<file path="src/rtl/systolic_skew_feeder.sv">
// Diagonal-skew feeder between the per-row input FIFOs and the west edge of a systolic PE array.
// Row i is popped i steps after row 0; any empty FIFO that must be popped freezes the whole wavefront.
module systolic_skew_feeder #(
  parameter int ROWS      = 32,
  parameter int ROWS_LOG2 = 5,
  parameter int BWIDTH    = 8,
  parameter int LEN_W     = 8
) (
  input  logic                     CLK,
  input  logic                     RSTn,
  input  logic                     START,
  input  logic [LEN_W-1:0]         LEN,
  input  logic [ROWS-1:0]          FIFO_EMPTY,
  input  logic [ROWS*BWIDTH-1:0]   FIFO_DOUT,
  output logic [ROWS-1:0]          FIFO_POPE,
  output logic [ROWS*BWIDTH-1:0]   PE_DATA,
  output logic [ROWS-1:0]          PE_VALID,
  output logic                     BUSY,
  output logic                     STALL,
  output logic                     DONE
);

  localparam int CW = LEN_W + ROWS_LOG2;

  typedef enum logic [1:0] {
    S_IDLE = 2'd0,
    S_RUN  = 2'd1,
    S_FIN  = 2'd2
  } state_t;

  state_t                   state_r, state_s;
  logic [CW-1:0]            t_r, t_s;
  logic [LEN_W-1:0]         len_r, len_s;
  logic [CW-1:0]            last_t_s;
  logic [ROWS-1:0]          active_s;
  logic [ROWS-1:0]          pope_s;
  logic [ROWS-1:0]          valid_s;
  logic [ROWS*BWIDTH-1:0]   data_s;
  logic                     stall_s;
  logic [ROWS*BWIDTH-1:0]   pe_data_r;
  logic [ROWS-1:0]          pe_valid_r;

  // Lane activity window i <= t < i+LEN, evaluated at full counter width so nothing wraps.
  always_comb begin
    active_s = '0;
    last_t_s = CW'(len_r) + CW'(ROWS - 2);
    for (int i = 0; i < ROWS; i++) begin
      active_s[i] = (t_r >= CW'(i)) && (t_r < (CW'(i) + CW'(len_r)));
    end
  end

  // Next-state, step counter and pop/data decode.
  always_comb begin
    state_s = state_r;
    t_s     = t_r;
    len_s   = len_r;
    pope_s  = '0;
    valid_s = '0;
    data_s  = '0;
    stall_s = 1'b0;
    case (state_r)
      S_IDLE: begin
        if (START) begin
          len_s = LEN;
          t_s   = '0;
          if (LEN != '0) begin
            state_s = S_RUN;
          end else begin
            state_s = S_FIN;
          end
        end else begin
          state_s = S_IDLE;
        end
      end
      S_RUN: begin
        stall_s = |(active_s & FIFO_EMPTY);
        if (stall_s) begin
          t_s = t_r;
        end else begin
          pope_s  = active_s;
          valid_s = active_s;
          for (int i = 0; i < ROWS; i++) begin
            if (active_s[i]) begin
              data_s[i*BWIDTH +: BWIDTH] = FIFO_DOUT[i*BWIDTH +: BWIDTH];
            end else begin
              data_s[i*BWIDTH +: BWIDTH] = '0;
            end
          end
          if (t_r == last_t_s) begin
            state_s = S_FIN;
          end else begin
            t_s = t_r + CW'(1);
          end
        end
      end
      S_FIN: begin
        state_s = S_IDLE;
      end
      default: begin
        state_s = S_IDLE;
      end
    endcase
  end

  // Control state, step counter and latched pass length.
  always_ff @(posedge CLK or negedge RSTn) begin
    if (!RSTn) begin
      state_r <= S_IDLE;
      t_r     <= '0;
      len_r   <= '0;
    end else begin
      state_r <= state_s;
      t_r     <= t_s;
      len_r   <= len_s;
    end
  end

  // West-edge operand and valid registers; zero whenever no pop happened.
  always_ff @(posedge CLK or negedge RSTn) begin
    if (!RSTn) begin
      pe_data_r  <= '0;
      pe_valid_r <= '0;
    end else begin
      pe_data_r  <= data_s;
      pe_valid_r <= valid_s;
    end
  end

  assign FIFO_POPE = pope_s;
  assign STALL     = stall_s;
  assign PE_DATA   = pe_data_r;
  assign PE_VALID  = pe_valid_r;
  assign BUSY      = (state_r != S_IDLE);
  assign DONE      = (state_r == S_FIN);

endmodule

</file>
<file path="config.mk">
export PLATFORM = sky130hd
export DESIGN_NAME = systolic_skew_feeder
export DESIGN_NICKNAME = d
export VERILOG_FILES = /design/src/rtl/systolic_skew_feeder.sv
export SDC_FILE = /design/constraint.sdc
export NUM_CORES = 1
export LEC_CHECK = 0
export CAP_MARGIN = 20
export CORE_AREA = 4 4 241 243
export CTS_CLUSTER_SIZE = 10
export DETAILED_ROUTE_END_ITERATION = 12
export DIE_AREA = 0 0 245 247
export PLACE_DENSITY = 0.59
export SKIP_CTS_REPAIR_TIMING = 1
export SYNTH_ARGS = -nofsm -noshare
export SYNTH_HDL_FRONTEND = slang
export SYNTH_SLANG_ARGS = --single-unit
</file>
<file path="constraint.sdc">
create_clock -name CLK -period 7.7 [get_ports CLK]
set_input_delay 2.31 -clock CLK [delete_from_list [all_inputs] [get_ports CLK]]
set_output_delay 2.31 -clock CLK [all_outputs]
set_load 0.01 [all_outputs]
</file>
# [Word-level counts from Yosys, hierarchy flattened]
# Index checks and enable logic that the tools add are counted.
[totals] elab_cells=195 reg_bits=311 out_inout_bits=323 input_bits=299
[classes] magnitude_cmp=64 reduce_logical=40 n_addsub=32 n_bitwise=1 n_mux=46 eq_ne=7
[op_table] op="$mux W256" n=2
[op_table] op="$lt A13 B9 Y1" n=31
[op_table] op="$mux W8" n=32
[op_table] op="$ge A13 B5 Y1 const B" n=16
[op_table] op="$add A5 B8 Y9 const A" n=16
[op_table] op="$ge A13 B4 Y1 const B" n=8
[op_table] op="$add A4 B8 Y9 const A" n=8
[op_table] op="$mux W32" n=2
[op_table] op="$ge A13 B3 Y1 const B" n=4
[op_table] op="$mux W13" n=3
[op_table] op="$add A3 B8 Y9 const A" n=4
[op_table] op="$and A32 B32 Y32" n=1
[op_table] op="$logic_and A1 B1 Y1" n=32
[op_table] op="$reduce_or A32 Y1" n=1
[op_table] op="$ge A13 B1 Y1 const B" n=2
[op_table] op="$ge A13 B2 Y1 const B" n=2
[op_table] op="$pmux W13 S2" n=1
[op_table] op="$add A2 B8 Y9 const A" n=2
[op_table] op="$add A13 B1 Y13 const B" n=1
[op_table] op="$eq A13 B9 Y1" n=1
[op_table] op="$lt A13 B8 Y1" n=1
[op_table] op="$add A1 B8 Y9 const A" n=1
[op_table] op="$mux W2" n=4
[op_table] op="$ne A2 B2 Y1 const B" n=4
[op_table] op="other kinds (9)" n=11

# [Logic depth before layout (Yosys ltp)]
[logic_depth] depth_word=7 ltp_mapped=21 ltp_nobuf=18

# [Worst setup path before layout]
# OpenSTA, ideal clock, no wires.
[synth_path] kind="register to output" from="register len_r[4]" to="output FIFO_POPE[10]" arrival_time_ns=4.393 n_path_buf=5 slack_ns=0.997 required_time_ns=5.390 path_stages_with_launch=19 path_cell_list="dfrtp_1 > clkbuf_1 > inv_2 > ha_1 > clkbuf_1 > and2_1 > a21oi_1 > nand2b_1 > ha_1 > and3_1 > a221o_1 > a2111oi_1 > a2111o_1 > nor4_4 > and3_1 > buf_2 > buf_4 > clkbuf_2 > and2_1"
[synth_between] elab_chain_cells=7 word_cells_on_any_way=99 classes_between="31 x add/sub; 32 x order compare; 2 x mux; 1 x bitwise; 33 x reduce/logical"
[synth_lines] item="start: declaration" line="33" text="logic [LEN_W-1:0] len_r, len_s;"
[synth_lines] item="start signal: assignment" line="114" text="len_r <= len_s;"
[synth_lines] item="$add A1 B8 Y9, or another cell as far along" line="48" text="active_s[i] = (t_r >= CW'(i)) && (t_r < (CW'(i) + CW'(len_r)));"
[synth_lines] item="$lt A13 B9 Y1" line="48"
[synth_lines] item="$logic_and A1 B1 Y1" line="48"
[synth_lines] item="$and A32 B32 Y32" line="76" text="stall_s = |(active_s & FIFO_EMPTY);"
[synth_lines] item="$reduce_or A32 Y1" line="76"
[synth_lines] item="$mux W32 *" line="77" text="if (stall_s) begin"
[synth_lines] item="$mux W32 *" line="61" text="case (state_r)"
[synth_lines] item="end: declaration" line="15" text="output logic [ROWS-1:0] FIFO_POPE,"
# Every way passes the cells marked *; elsewhere a longest branch is shown, timed or not.

# [Worst setup path in the final report]
[layout_path] from="register len_r[5]" to="output FIFO_POPE[21]"
# The elaborated chain is that of the path after synthesis.

==> results.txt <==
----------------------------------------------------
[GRT]
  Wire length of the first global-routing pass ... 116 mm
  Pin count of the biggest net entering global routing ... ~150
  Total overflow reported by the global router ... 0
  GRT Total Usage ... 0.256
  Initial antenna violation count ... 8
  Number of global-route vias before repair ... roughly 17000

[Die]
  Die Height ... 247 um
  Area of the die ... 60500 um^2
  Core outline area ... roughly 56000 um^2
  Number of I/O pins ... 622
  Initial Utilization ... 0.319
  Die boundary width ... 245 um
  Row count ... 87

[Synth]
  Most area-consuming cells after synthesis ... sky130_fd_sc_hd__dfrtp_1 (44%), sky130_fd_sc_hd__ha_1 (15%), sky130_fd_sc_hd__and2_1 (5.4%), sky130_fd_sc_hd__xnor2_1 (5.3%), sky130_fd_sc_hd__and3_1 (4.9%)
  Top flip-flop cell by instance count after synthesis ... sky130_fd_sc_hd__dfrtp_1
  Number of synthesized flops with an enable pin ... 0
  Async set-or-reset flop fraction in the synthesized netlist ... 1.00
  Synth Instances ... 1727
  Synthesized area ... between 15000 and 20000 um^2
  Share of synthesized area occupied by flip-flops and latches ... 0.435
  Syn. warnings ... 0
  Post-Syn Nets ... ~2200
  Post-synthesis register bit count ... 311
  Yosys cell types ... 82
  Avg Cell Area, Syn ... ~10 um^2
  Post-synth top area share ... 0.435
  Largest area contributor in the netlist ... sky130_fd_sc_hd__dfrtp_1

[Power]
  Part of the total power dissipated in sequential elements ... 0.187
  Sw power ... roughly 4.8 mW
  Proportion of power drawn by the clock network ... 0.167
  Combinational cell fraction of total power ... 0.647
  Leakage power summed over all cells ... 13.1 nW
  P per Cell Area ... between 300 and 400 nW/um^2
  Int Pwr ... approximately 5.5 mW
  VDD IR max ... approximately 0.00015 V
  Switching part of the total power ... 0.465

[Layout]
  Fill cell total of the finished layout ... approximately 5200
  Area Overhead vs Synth ... 52.3%
  Commonest non-fill, non-tap cell in the layout ... sky130_fd_sc_hd__clkdlybuf4s50_1
  Post-route cell area ... 27200 um^2
  Fraction of final layout cells sized beyond drive strength 1 ... 0.103
  Post-layout net count ... between 2000 and 3000
  Util after Layout ... 0.486
  Leading cell types in the layout, fill and taps excluded ... sky130_fd_sc_hd__clkdlybuf4s50_1 (611), sky130_fd_sc_hd__dfrtp_1 (310), sky130_fd_sc_hd__ha_1 (212)

[STA]
  Relative slew slack ... 0.215
  Final Cycle Share ... 0.980
  Number of slew-limit violations in the final report ... 0
  F_max ... between 0.1 and 0.15 GHz
  Total negative slack ... 0 ps
  Final hold violations ... 0
  Transition at the pin with the smallest max-transition slack ... around 1200 ps
  Number of endpoints failing setup at the final stage ... 0
  Clk_skew ... 12.7 ps
  Min Clock Period, post-route ... about 7500 ps

[Clock network]
  Clk root buf ... sky130_fd_sc_hd__clkbuf_16
  Clock latency reported for the late side of the worst-skew pair ... 550 ps
  TritonCTS clock tree ... yes
  H-tree lvl count ... 2
  Clock Sinks ... about 310
  Clk slew on worst S/H paths ... ~60 ps
  Number of clock buffers inserted by TritonCTS ... 39
  Buffer depth of the longest clock path ... 3

[Routing]
  Vias/cell ... around 5.2
  DR iter-0 viols ... around 1400
  DR pass1 iterations ... 5
  Vias after detailed routing ... around 17000
  Detailed-route wire length per cell ... around 25 um
  DRC violation count after routing ... 0
  Total length of routed wires ... between 80 and 90 mm
  Antenna Violating Nets Remaining ... 0

[Placement]
  DP HPWL ... approximately 63 mm
  Routability congestion estimate from global placement ... 0.967
  Port buffer count ... approximately 620
  Post-Place Cell Area ... approximately 26000 um^2

[Status]
  Status ... completed

[Worst setup path]
  Worst Setup Path Type ... reg -> out
  Worst Path Required ... between 5000 and 6000 ps
  Critical Path Sink Type ... primary output
  CP arrival ... between 5000 and 6000 ps
  Critical path fanouts, max ... 13
  Element type at the critical path start ... flop

[Worst hold path]
  Min-Delay Path Class ... reg -> reg

[Job]
  Maxcap violations ... 0

----------------------------------------------------
power groups by stage:
stage               Clock (mW)  Sequential (mW)  Combinational (mW)
floorplan                    0             2.03                3.54
global placement             0             1.93                6.17
detailed placement           0             1.94                6.32
CTS                       1.75             1.91                6.35
global route              1.82             1.93                7.17
finish                    1.71             1.92                6.63
synth_stat cells, types with 5 or more instances:
master	count
sky130_fd_sc_hd__dfrtp_1	311
sky130_fd_sc_hd__a21o_1	32
sky130_fd_sc_hd__buf_2	9
sky130_fd_sc_hd__clkbuf_1	51
sky130_fd_sc_hd__and4_1	16
sky130_fd_sc_hd__nand2_1	112
sky130_fd_sc_hd__a211o_1	10
sky130_fd_sc_hd__a211oi_1	22
sky130_fd_sc_hd__xnor2_1	109
sky130_fd_sc_hd__and2_1	155
sky130_fd_sc_hd__o31ai_1	8
sky130_fd_sc_hd__xor2_1	5
sky130_fd_sc_hd__a221o_1	6
sky130_fd_sc_hd__and3_1	141
sky130_fd_sc_hd__clkbuf_2	8
sky130_fd_sc_hd__nand3_1	36
sky130_fd_sc_hd__o211ai_1	10
sky130_fd_sc_hd__buf_1	9
sky130_fd_sc_hd__inv_1	64
sky130_fd_sc_hd__nor3_1	11
sky130_fd_sc_hd__a21oi_1	95
sky130_fd_sc_hd__nand2b_1	10
sky130_fd_sc_hd__o21ai_0	49
sky130_fd_sc_hd__nor4_1	5
sky130_fd_sc_hd__nor2_1	69
sky130_fd_sc_hd__nor3_4	6
sky130_fd_sc_hd__a31oi_1	13
sky130_fd_sc_hd__ha_1	220
sky130_fd_sc_hd__nand4_1	24
sky130_fd_sc_hd__nor2b_1	15
final cells by class:
class / instances / area [um^2] / share of cell area
diodes: 4 / 10.0 / 0.000368
multi-input cells: 1270 / 9670 / 0.355
well taps: 756 / 946 / 0.0348
clock buffers: 47 / 1040 / 0.0381
inverters: 67 / 255 / 0.00938
flip-flops and latches: 311 / 7780 / 0.286
clock inverters: 7 / 105 / 0.00386
repair buffers: 758 / 7410 / 0.272
state kept, by name (all words and copies together) (netlist names):
| signal | flops |
|---|---|
| state_r | 2 |
| t_r | 13 |
| len_r | 8 |
| PE_DATA | 256 |
| PE_VALID | 32 |
critical path: stages, from the launching register on:
cell and delay [ps]:
sky130_fd_sc_hd__dfrtp_1 580, sky130_fd_sc_hd__ha_1 370, sky130_fd_sc_hd__and3_1 260, sky130_fd_sc_hd__buf_12 170, sky130_fd_sc_hd__a21oi_2 70, sky130_fd_sc_hd__ha_1 310
sky130_fd_sc_hd__and3_1 200, sky130_fd_sc_hd__a221o_1 230, sky130_fd_sc_hd__nor3_1 100, sky130_fd_sc_hd__buf_4 180, sky130_fd_sc_hd__a32o_1 250, sky130_fd_sc_hd__a211o_1 290
sky130_fd_sc_hd__nor4_4 400, sky130_fd_sc_hd__and3_4 330, sky130_fd_sc_hd__buf_12 170, sky130_fd_sc_hd__and3_1 220, sky130_fd_sc_hd__clkdlybuf4s50_1 550
final timing paths:
check / cells after the start / start / slack (ps) / end
max: 16 / len_r[5] / 150 / FIFO_POPE[21]
min reg2reg: 1 / t_r[12] / 570 / t_r[12]
max in group asynchronous: 2 / RSTn / 4520 / PE_DATA[55]
max reg2reg: 21 / len_r[4] / 3010 / PE_DATA[218]
min in group asynchronous: 1 / RSTn / 1770 / PE_DATA[26]
min: 1 / t_r[12] / 570 / t_r[12]
routing by layer:
layer	track usage	vias up	part of all wire
li1	-	7538	-
met1	0.324	8266	0.40
met2	0.442	700	0.50
met3	0.0436	138	0.063
met4	0.0888	4	0.036
met5	0	-	0.00032
per-stage QoR:
step	instances	hold WS, ps	total power, mW	setup slack (ps)
floorplan	1727	484	5.57	997
global placement	3145	542	8.10	201
detailed placement	3145	565	8.26	155
CTS	3199	577	10.0	-220
global route	3220	599	10.9	-6.49
finish	3220	573	10.3	152
logic make-up (layout without fill, tap and decap cells):
logic type	after synthesis	after routing	synth area share
mux	4	4	0.00224
compound gates	302	302	0.114
other cells	0	4	0
fa+ha+maj	220	220	0.154
flops	311	311	0.435
buf+inv	146	879	0.0325
simple gates	630	630	0.206
xor+xnor	114	114	0.0559
Note: power is estimated with default switching activity, not from simulation.
